===== src/rtl/multicycle_sequencer.sv =====
// -----------------------------------------------------------------------------
// multicycle_sequencer
//
// Control sequencer for the multicycle 20-bit-instruction / 64-bit-word core.
// A registered state plus an opcode class (latched in DECODE) drive every
// datapath select and enable. The sequencer waits on a variable-latency
// memory handshake with an optional timeout. It gates instruction issue with
// `run`, parks in sticky HALT / FAULT states and counts retired instructions.
//
// Ports
//   clk, rst_n          clock (rising edge), asynchronous active-low reset
//   opcode              IR opcode field, sampled only in DECODE
//   run                 instruction issue enable (checked in IDLE and at completion)
//   mem_ready           memory completes the current request this cycle
//   mem_req/mem_we      memory request valid / request is a write
//   mem_get_data        address mux: 0 = PC, 1 = ALUOut
//   ir_write, pc_write  IR load / unconditional PC write
//   pc_write_cond       PC write when the ALU LSB is 1
//   pc_src              0 = ALUOut, 1 = jump address, 2 = ALU direct
//   alu_src_a/b, alu_op ALU operand muxes and operation (0 add, 1 compare-eq)
//   reg_write, reg_write_data_sel, reg_track_sel   register file controls
//   state               current state encoding
//   halted, fault       sticky HALT / FAULT indicators
//   retired             saturating completed-instruction counter
// -----------------------------------------------------------------------------
module multicycle_sequencer #(
  parameter int OP_SIZE     = 6,
  parameter int ALU_OP_SIZE = 4,
  parameter int MEM_TIMEOUT = 15,
  parameter int CNT_WIDTH   = 32
) (
  input  logic                   clk,
  input  logic                   rst_n,
  input  logic [OP_SIZE-1:0]     opcode,
  input  logic                   run,
  input  logic                   mem_ready,
  output logic                   mem_req,
  output logic                   mem_we,
  output logic                   mem_get_data,
  output logic                   ir_write,
  output logic                   pc_write,
  output logic                   pc_write_cond,
  output logic [1:0]             pc_src,
  output logic                   alu_src_a,
  output logic [1:0]             alu_src_b,
  output logic [ALU_OP_SIZE-1:0] alu_op,
  output logic                   reg_write,
  output logic [1:0]             reg_write_data_sel,
  output logic                   reg_track_sel,
  output logic [3:0]             state,
  output logic                   halted,
  output logic                   fault,
  output logic [CNT_WIDTH-1:0]   retired
);

  // Wait counter only needs to reach MEM_TIMEOUT; one bit when timeout is off.
  localparam int WAIT_W = (MEM_TIMEOUT > 0) ? $clog2(MEM_TIMEOUT + 1) : 1;
  localparam logic [WAIT_W-1:0] WAIT_LIMIT = WAIT_W'(MEM_TIMEOUT);

  localparam logic [ALU_OP_SIZE-1:0] ALU_ADD    = '0;
  localparam logic [ALU_OP_SIZE-1:0] ALU_CMP_EQ = ALU_OP_SIZE'(1);

  localparam logic [OP_SIZE-1:0] OP_LOAD  = OP_SIZE'(32'h01);
  localparam logic [OP_SIZE-1:0] OP_STORE = OP_SIZE'(32'h02);
  localparam logic [OP_SIZE-1:0] OP_ADD   = OP_SIZE'(32'h03);
  localparam logic [OP_SIZE-1:0] OP_ADDI  = OP_SIZE'(32'h04);
  localparam logic [OP_SIZE-1:0] OP_LOADI = OP_SIZE'(32'h05);
  localparam logic [OP_SIZE-1:0] OP_BEQ   = OP_SIZE'(32'h06);
  localparam logic [OP_SIZE-1:0] OP_JUMP  = OP_SIZE'(32'h07);
  localparam logic [OP_SIZE-1:0] OP_HALT  = OP_SIZE'(32'h3F);

  typedef enum logic [3:0] {
    S_IDLE       = 4'd0,
    S_FETCH      = 4'd1,
    S_DECODE     = 4'd2,
    S_MEM_ADDR   = 4'd3,
    S_MEM_ACCESS = 4'd4,
    S_MEM_WB     = 4'd5,
    S_ALU_EXEC   = 4'd6,
    S_ALU_WB     = 4'd7,
    S_BRANCH     = 4'd8,
    S_JUMP       = 4'd9,
    S_LOADI_WB   = 4'd10,
    S_HALT       = 4'd11,
    S_FAULT      = 4'd12
  } state_e;

  typedef enum logic [3:0] {
    CLS_NONE, CLS_LOAD, CLS_STORE, CLS_ADD, CLS_ADDI,
    CLS_LOADI, CLS_BEQ, CLS_JUMP, CLS_HALT, CLS_ILLEGAL
  } cls_e;

  function automatic cls_e decode_class(input logic [OP_SIZE-1:0] op);
    cls_e c;
    case (op)
      OP_LOAD:  c = CLS_LOAD;
      OP_STORE: c = CLS_STORE;
      OP_ADD:   c = CLS_ADD;
      OP_ADDI:  c = CLS_ADDI;
      OP_LOADI: c = CLS_LOADI;
      OP_BEQ:   c = CLS_BEQ;
      OP_JUMP:  c = CLS_JUMP;
      OP_HALT:  c = CLS_HALT;
      default:  c = CLS_ILLEGAL;
    endcase
    return c;
  endfunction

  state_e                state_q, state_d;
  cls_e                  cls_q, cls_d;
  logic [WAIT_W-1:0]     wait_q, wait_d;
  logic [CNT_WIDTH-1:0]  retired_q, retired_d;

  logic complete;     // instruction finished this cycle
  logic retire;       // bump the retired counter at this edge
  logic timeout_hit;  // wait budget for the current access is used up

  assign timeout_hit = (MEM_TIMEOUT != 0) && (wait_q == WAIT_LIMIT);

  // ---------------------------------------------------------------------------
  // Next-state, class latch, wait counter and retire logic
  // ---------------------------------------------------------------------------
  always_comb begin
    // NOTE: every variable gets a default before the case so no path infers a latch.
    state_d  = state_q;
    cls_d    = cls_q;
    wait_d   = wait_q;
    complete = 1'b0;
    retire   = 1'b0;

    case (state_q)
      S_IDLE: if (run) state_d = S_FETCH;

      S_FETCH: begin
        // A ready on the limit cycle still wins over the timeout.
        if (mem_ready)        state_d = S_DECODE;
        else if (timeout_hit) state_d = S_FAULT;
      end

      S_DECODE: begin
        cls_d = decode_class(opcode);
        case (cls_d)
          CLS_LOAD, CLS_STORE: state_d = S_MEM_ADDR;
          CLS_ADD, CLS_ADDI:   state_d = S_ALU_EXEC;
          CLS_LOADI:           state_d = S_LOADI_WB;
          CLS_BEQ:             state_d = S_BRANCH;
          CLS_JUMP:            state_d = S_JUMP;
          CLS_HALT: begin
            state_d = S_HALT;
            retire  = 1'b1;
          end
          default:             state_d = S_FAULT;
        endcase
      end

      S_MEM_ADDR: state_d = S_MEM_ACCESS;

      S_MEM_ACCESS: begin
        if (mem_ready) begin
          if (cls_q == CLS_STORE) complete = 1'b1;
          else                    state_d  = S_MEM_WB;
        end else if (timeout_hit) begin
          state_d = S_FAULT;
        end
      end

      S_ALU_EXEC: state_d = S_ALU_WB;

      S_MEM_WB, S_ALU_WB, S_LOADI_WB, S_BRANCH, S_JUMP: complete = 1'b1;

      S_HALT, S_FAULT: ;  // sticky until reset

      default: state_d = S_FAULT;  // unused encodings 13..15
    endcase

    if (complete) begin
      retire  = 1'b1;
      state_d = run ? S_FETCH : S_IDLE;
    end

    // The counter restarts whenever a new state (FETCH / MEM_ACCESS) is entered
    // and only advances while a request is outstanding and unanswered.
    if (state_d != state_q) begin
      wait_d = '0;
    end else if ((MEM_TIMEOUT != 0) && mem_req && !mem_ready && !timeout_hit) begin
      wait_d = wait_q + WAIT_W'(1);
    end

    retired_d = retired_q;
    if (retire && (retired_q != '1)) retired_d = retired_q + CNT_WIDTH'(1);
  end

  // ---------------------------------------------------------------------------
  // State registers
  // ---------------------------------------------------------------------------
  always_ff @(posedge clk or negedge rst_n) begin
    if (!rst_n) begin
      state_q   <= S_IDLE;
      cls_q     <= CLS_NONE;
      wait_q    <= '0;
      retired_q <= '0;
    end else begin
      // NOTE: non-blocking so every register samples the pre-edge values.
      state_q   <= state_d;
      cls_q     <= cls_d;
      wait_q    <= wait_d;
      retired_q <= retired_d;
    end
  end

  // ---------------------------------------------------------------------------
  // Output decode: Moore on the registered state and class, except the
  // FETCH IR/PC write strobes, which are gated by mem_ready.
  // ---------------------------------------------------------------------------
  always_comb begin
    mem_req            = 1'b0;
    mem_we             = 1'b0;
    mem_get_data       = 1'b0;
    ir_write           = 1'b0;
    pc_write           = 1'b0;
    pc_write_cond      = 1'b0;
    pc_src             = 2'd0;
    alu_src_a          = 1'b0;
    alu_src_b          = 2'd0;
    alu_op             = ALU_ADD;
    reg_write          = 1'b0;
    reg_write_data_sel = 2'd0;
    halted             = 1'b0;
    fault              = 1'b0;

    case (state_q)
      S_FETCH: begin
        mem_req = 1'b1;
        // PC + 4 goes straight from the ALU into the PC as the IR loads.
        if (mem_ready) begin
          ir_write = 1'b1;
          pc_write = 1'b1;
          pc_src   = 2'd2;
        end
      end
      S_DECODE: alu_src_b = 2'd2;  // speculative branch target into ALUOut
      S_MEM_ADDR: begin
        alu_src_a = 1'b1;
        alu_src_b = 2'd3;
      end
      S_MEM_ACCESS: begin
        mem_req      = 1'b1;
        mem_get_data = 1'b1;
        mem_we       = (cls_q == CLS_STORE);
      end
      S_MEM_WB: reg_write = 1'b1;
      S_ALU_EXEC: begin
        alu_src_a = 1'b1;
        alu_src_b = (cls_q == CLS_ADD) ? 2'd1 : 2'd3;
      end
      S_ALU_WB: begin
        reg_write          = 1'b1;
        reg_write_data_sel = 2'd1;
      end
      S_LOADI_WB: begin
        reg_write          = 1'b1;
        reg_write_data_sel = 2'd2;
      end
      S_BRANCH: begin
        alu_src_a     = 1'b1;
        alu_src_b     = 2'd1;
        alu_op        = ALU_CMP_EQ;
        pc_write_cond = 1'b1;
      end
      S_JUMP: begin
        pc_write = 1'b1;
        pc_src   = 2'd1;
      end
      S_HALT:  halted = 1'b1;
      S_FAULT: fault  = 1'b1;
      default: ;
    endcase
  end

  assign reg_track_sel = (cls_q == CLS_ADD) &&
                         (state_q >= S_MEM_ADDR) && (state_q <= S_LOADI_WB);
  assign state         = state_q;
  assign retired       = retired_q;

endmodule


===== config.mk =====
export PLATFORM = sky130hd
export DESIGN_NAME = multicycle_sequencer
export DESIGN_NICKNAME = d
export VERILOG_FILES = /design/src/rtl/multicycle_sequencer.sv
export SDC_FILE = /design/constraint.sdc
export NUM_CORES = 1
export LEC_CHECK = 0
export ABC_AREA = 1
export CAP_MARGIN = 0
export CORE_MARGIN = 2
export CORE_UTILIZATION = 35
export CTS_BUF_LIST = sky130_fd_sc_hd__clkbuf_4 sky130_fd_sc_hd__clkbuf_8 sky130_fd_sc_hd__clkbuf_16
export CTS_CLUSTER_DIAMETER = 120
export DETAILED_ROUTE_END_ITERATION = 8
export HOLD_SLACK_MARGIN = 0.12
export PLACE_DENSITY_LB_ADDON = 0.25
export SYNTH_ARGS = -nofsm -noshare
export SYNTH_HDL_FRONTEND = slang
export SYNTH_SLANG_ARGS = --single-unit

===== constraint.sdc =====
create_clock -name clk -period 4.05 [get_ports clk]
set_clock_uncertainty 0.05 [all_clocks]
set_input_delay 0.6075 -clock clk [delete_from_list [all_inputs] [get_ports clk]]
set_output_delay 0.6075 -clock clk [all_outputs]
set_load 0.005 [all_outputs]

==> impl_metrics.toml <==
[run_status]
status = "completed"

[flow_run]
cap_violations = 0

[synth]
synth-main-ff-cell = "dfrtp_1"
ys_warn_count = 0
synth-compound-area-share_pct = 5.24
netlist_instances = 390
yosys.area_share.simple_pct = 37.0
synthArstFlopShare_pct = 100
synth_top_family_by_area = "simple AND/OR/NAND/NOR gates"
ys_types = 32
synth_mux_area_share_pct = 0
yosysSeqAreaShare_pct = 39.0
synthAdderAreaFrac_pct = 0.887
syn_area_um2 = 2820
synth_xor_area_share_pct = 10.2
syn_area_per_cell_um2 = 7.23
yosys_register_bits = 44
synth_edf_count = 0

[floorplan]
ios = 67
core_area_um2 = 7770
rows = 32
fp.dieW_um = 93.8
dieArea_um2 = 8790
fp.dieH_um = 93.8
start_util_pct = 36.3

[sta]
fmaxAchievable_ghz = 0.335
relSlewSlack_pct = 31.2
finalSetupViolCount = 0
setup_tns_ps = 0
finalHoldViolCount = 0
grt_setup_unrepaired = "no"
slew_viol_final = 0
worst_pin_slew_ps = 1030
finalCritPeriodShare_pct = 73.7
fin_hold_ws_ps = 430
finalCriticalPeriod_ps = 2980

[grt]
grt_pass1_wl_um = 12300
overflow = 0
antenna_found_initial = 0
track_usage_pct = 17.2
grt_max_degree = 45
grt_pass1_vias = 2627

[clock_network]
clk_pin_slew_ps = 80
post_cts_buffers = 0
clock_latency_ps = 300
cts-resized-gates = 0
cts_num_sinks = 44
cts_buffers = 5
ctsRootBufferMaster = "clkbuf_8"
cts_buffer_depth = 2
cts_hold_buf = 0
htree_levels = 2
cts_tree = "built"

[worst_setup_path]
end_kind = "primary output"
cp.arrival_ps = 2330
critPathKind = "primary input to primary output"
path_max_fanout = 5
start_kind = "primary input"
reg2reg_depth = 10
cp.required_ps = 3390

[cells_and_area]
fill_cells = 772
multi_input_area_um2 = 1520
layout.nets = 468
drive_above_1_share_pct = 4.81
syn2layout_area_growth_pct = 29.5
diodes = 0
stdcell_area_um2 = 3650
ff_latch_area_um2 = 1100

[power_and_ir_drop]
leakage_nw = 1.62
power.density_nw_per_um2 = 477
ir_drop_mv = 0.245

[drt]
routed_wl_um = 7260
ant_nets = 0
wl_per_cell_um = 13.0
vias_per_cell = 5.06
drtPass1Iterations = 5
drc_errors = 0
drt_first_iter_violations = 134
num_vias = 2829

[placement]
gp_congestion = 0.882
placed_cell_area_um2 = 3540
portBuffers = 63
hpwl_um = 5560

[min_path]
holdCritPathClass = "primary input to async pin"
logic make-up after synthesis:
group,after synthesis
and+or+nand+nor,233
buffers and inverters,51
DFF,44
xor gates and xnor gates,33
AOI/OAI and AO/OA,26
adders and majority gates,2
other,1
state kept, by name, summed over array words and instances (netlist names):
| name | flops |
|---|---|
| wait_q | 4 |
| retired | 32 |
| state | 4 |
| cls_q | 4 |
synthesized netlist by cell type, types with 4 or more instances:
cell / count / area share [%]
inv_1: 42 / 5.6
nor2_2: 4 / 0.89
nand3_1: 34 / 6.0
xnor2_1: 10 / 3.1
nand4_1: 13 / 2.9
buf_4: 4 / 1.1
o21ai_1: 6 / 1.1
dfrtp_1: 44 / 39
o21ai_0: 12 / 2.1
nand2_1: 102 / 14
nor2_1: 44 / 5.9
nor4_1: 6 / 1.3
nor3_1: 20 / 3.5
a31oi_1: 4 / 0.89
xor2_1: 23 / 7.1
per-layer routing:
layer  share of wire (%)  GRT usage (%)  up-vias
li1                    -              -     1393
met1                  44           21.7     1321
met2                  49           29.9      103
met3                 5.4           2.81       12
met4                 1.7           5.80        0
met5                   0              0        -
path summary, 6_finish.rpt:
kind | start | to | slack (ps)
max | mem_ready | reg_track_sel | 1070
min | rst_n | retired[17] | 430
max reg2reg | state[0] | retired[8] | 1830
min reg2reg | cls_q[2] | cls_q[2] | 450
max in group asynchronous | rst_n | state[2] | 2880
min in group clk | cls_q[2] | cls_q[2] | 450
worst max-delay path, stage by stage:
cell and delay [ps]:
clkdlybuf4s50_1 510, inv_1 110, nor3_2 210, nor2_2 100
a221oi_1 240, clkdlybuf4s50_1 550
stage by stage:
stage	setup WS [ps]	utilization [%]	power (mW)	std cells
after detailed placement	1070	45.6	1.42	551
final	1070	47.0	1.74	559
after CTS	1060	47.0	1.76	559
after global routing	952	47.0	1.88	559
after floorplan	2130	-	1.07	392
after global placement	1080	45.6	1.40	551
cells in the final DEF (no fill, tap or decap), types with 2 or more instances in the layout:
master,netlist,layout
nor4_1,6,6
conb_1,1,3
xnor2_1,10,10
clkbuf_8,0,5
a31oi_1,4,4
o21ai_0,12,12
nand3_1,34,34
nand3b_1,2,2
nor2_2,4,4
inv_1,42,42
nor2_1,44,44
o21ai_1,6,6
ha_1,2,2
xor2_1,23,23
nand2_1,102,102
nor3_1,20,20
nand4_1,13,13
clkdlybuf4s50_1,0,62
dfrtp_1,44,44
inv_2,2,2
nand2_2,2,2
where the power goes:
part	leakage [nW]	internal, mW	switching (mW)
Combinational	0.985	0.338	0.445
Sequential	0.581	0.520	0.0996
Clock	0.0541	0.183	0.158
final cells by class:
cell class / instances / area share (%)
multi-input combinational: 297 / 41.5
sequential: 44 / 30.1
timing repair buffer: 63 / 17.1
inverter: 45 / 4.69
tap: 102 / 3.49
clock buffer: 5 / 1.88
clock inverter: 3 / 1.16
Power figures use the tool's default switching activity.
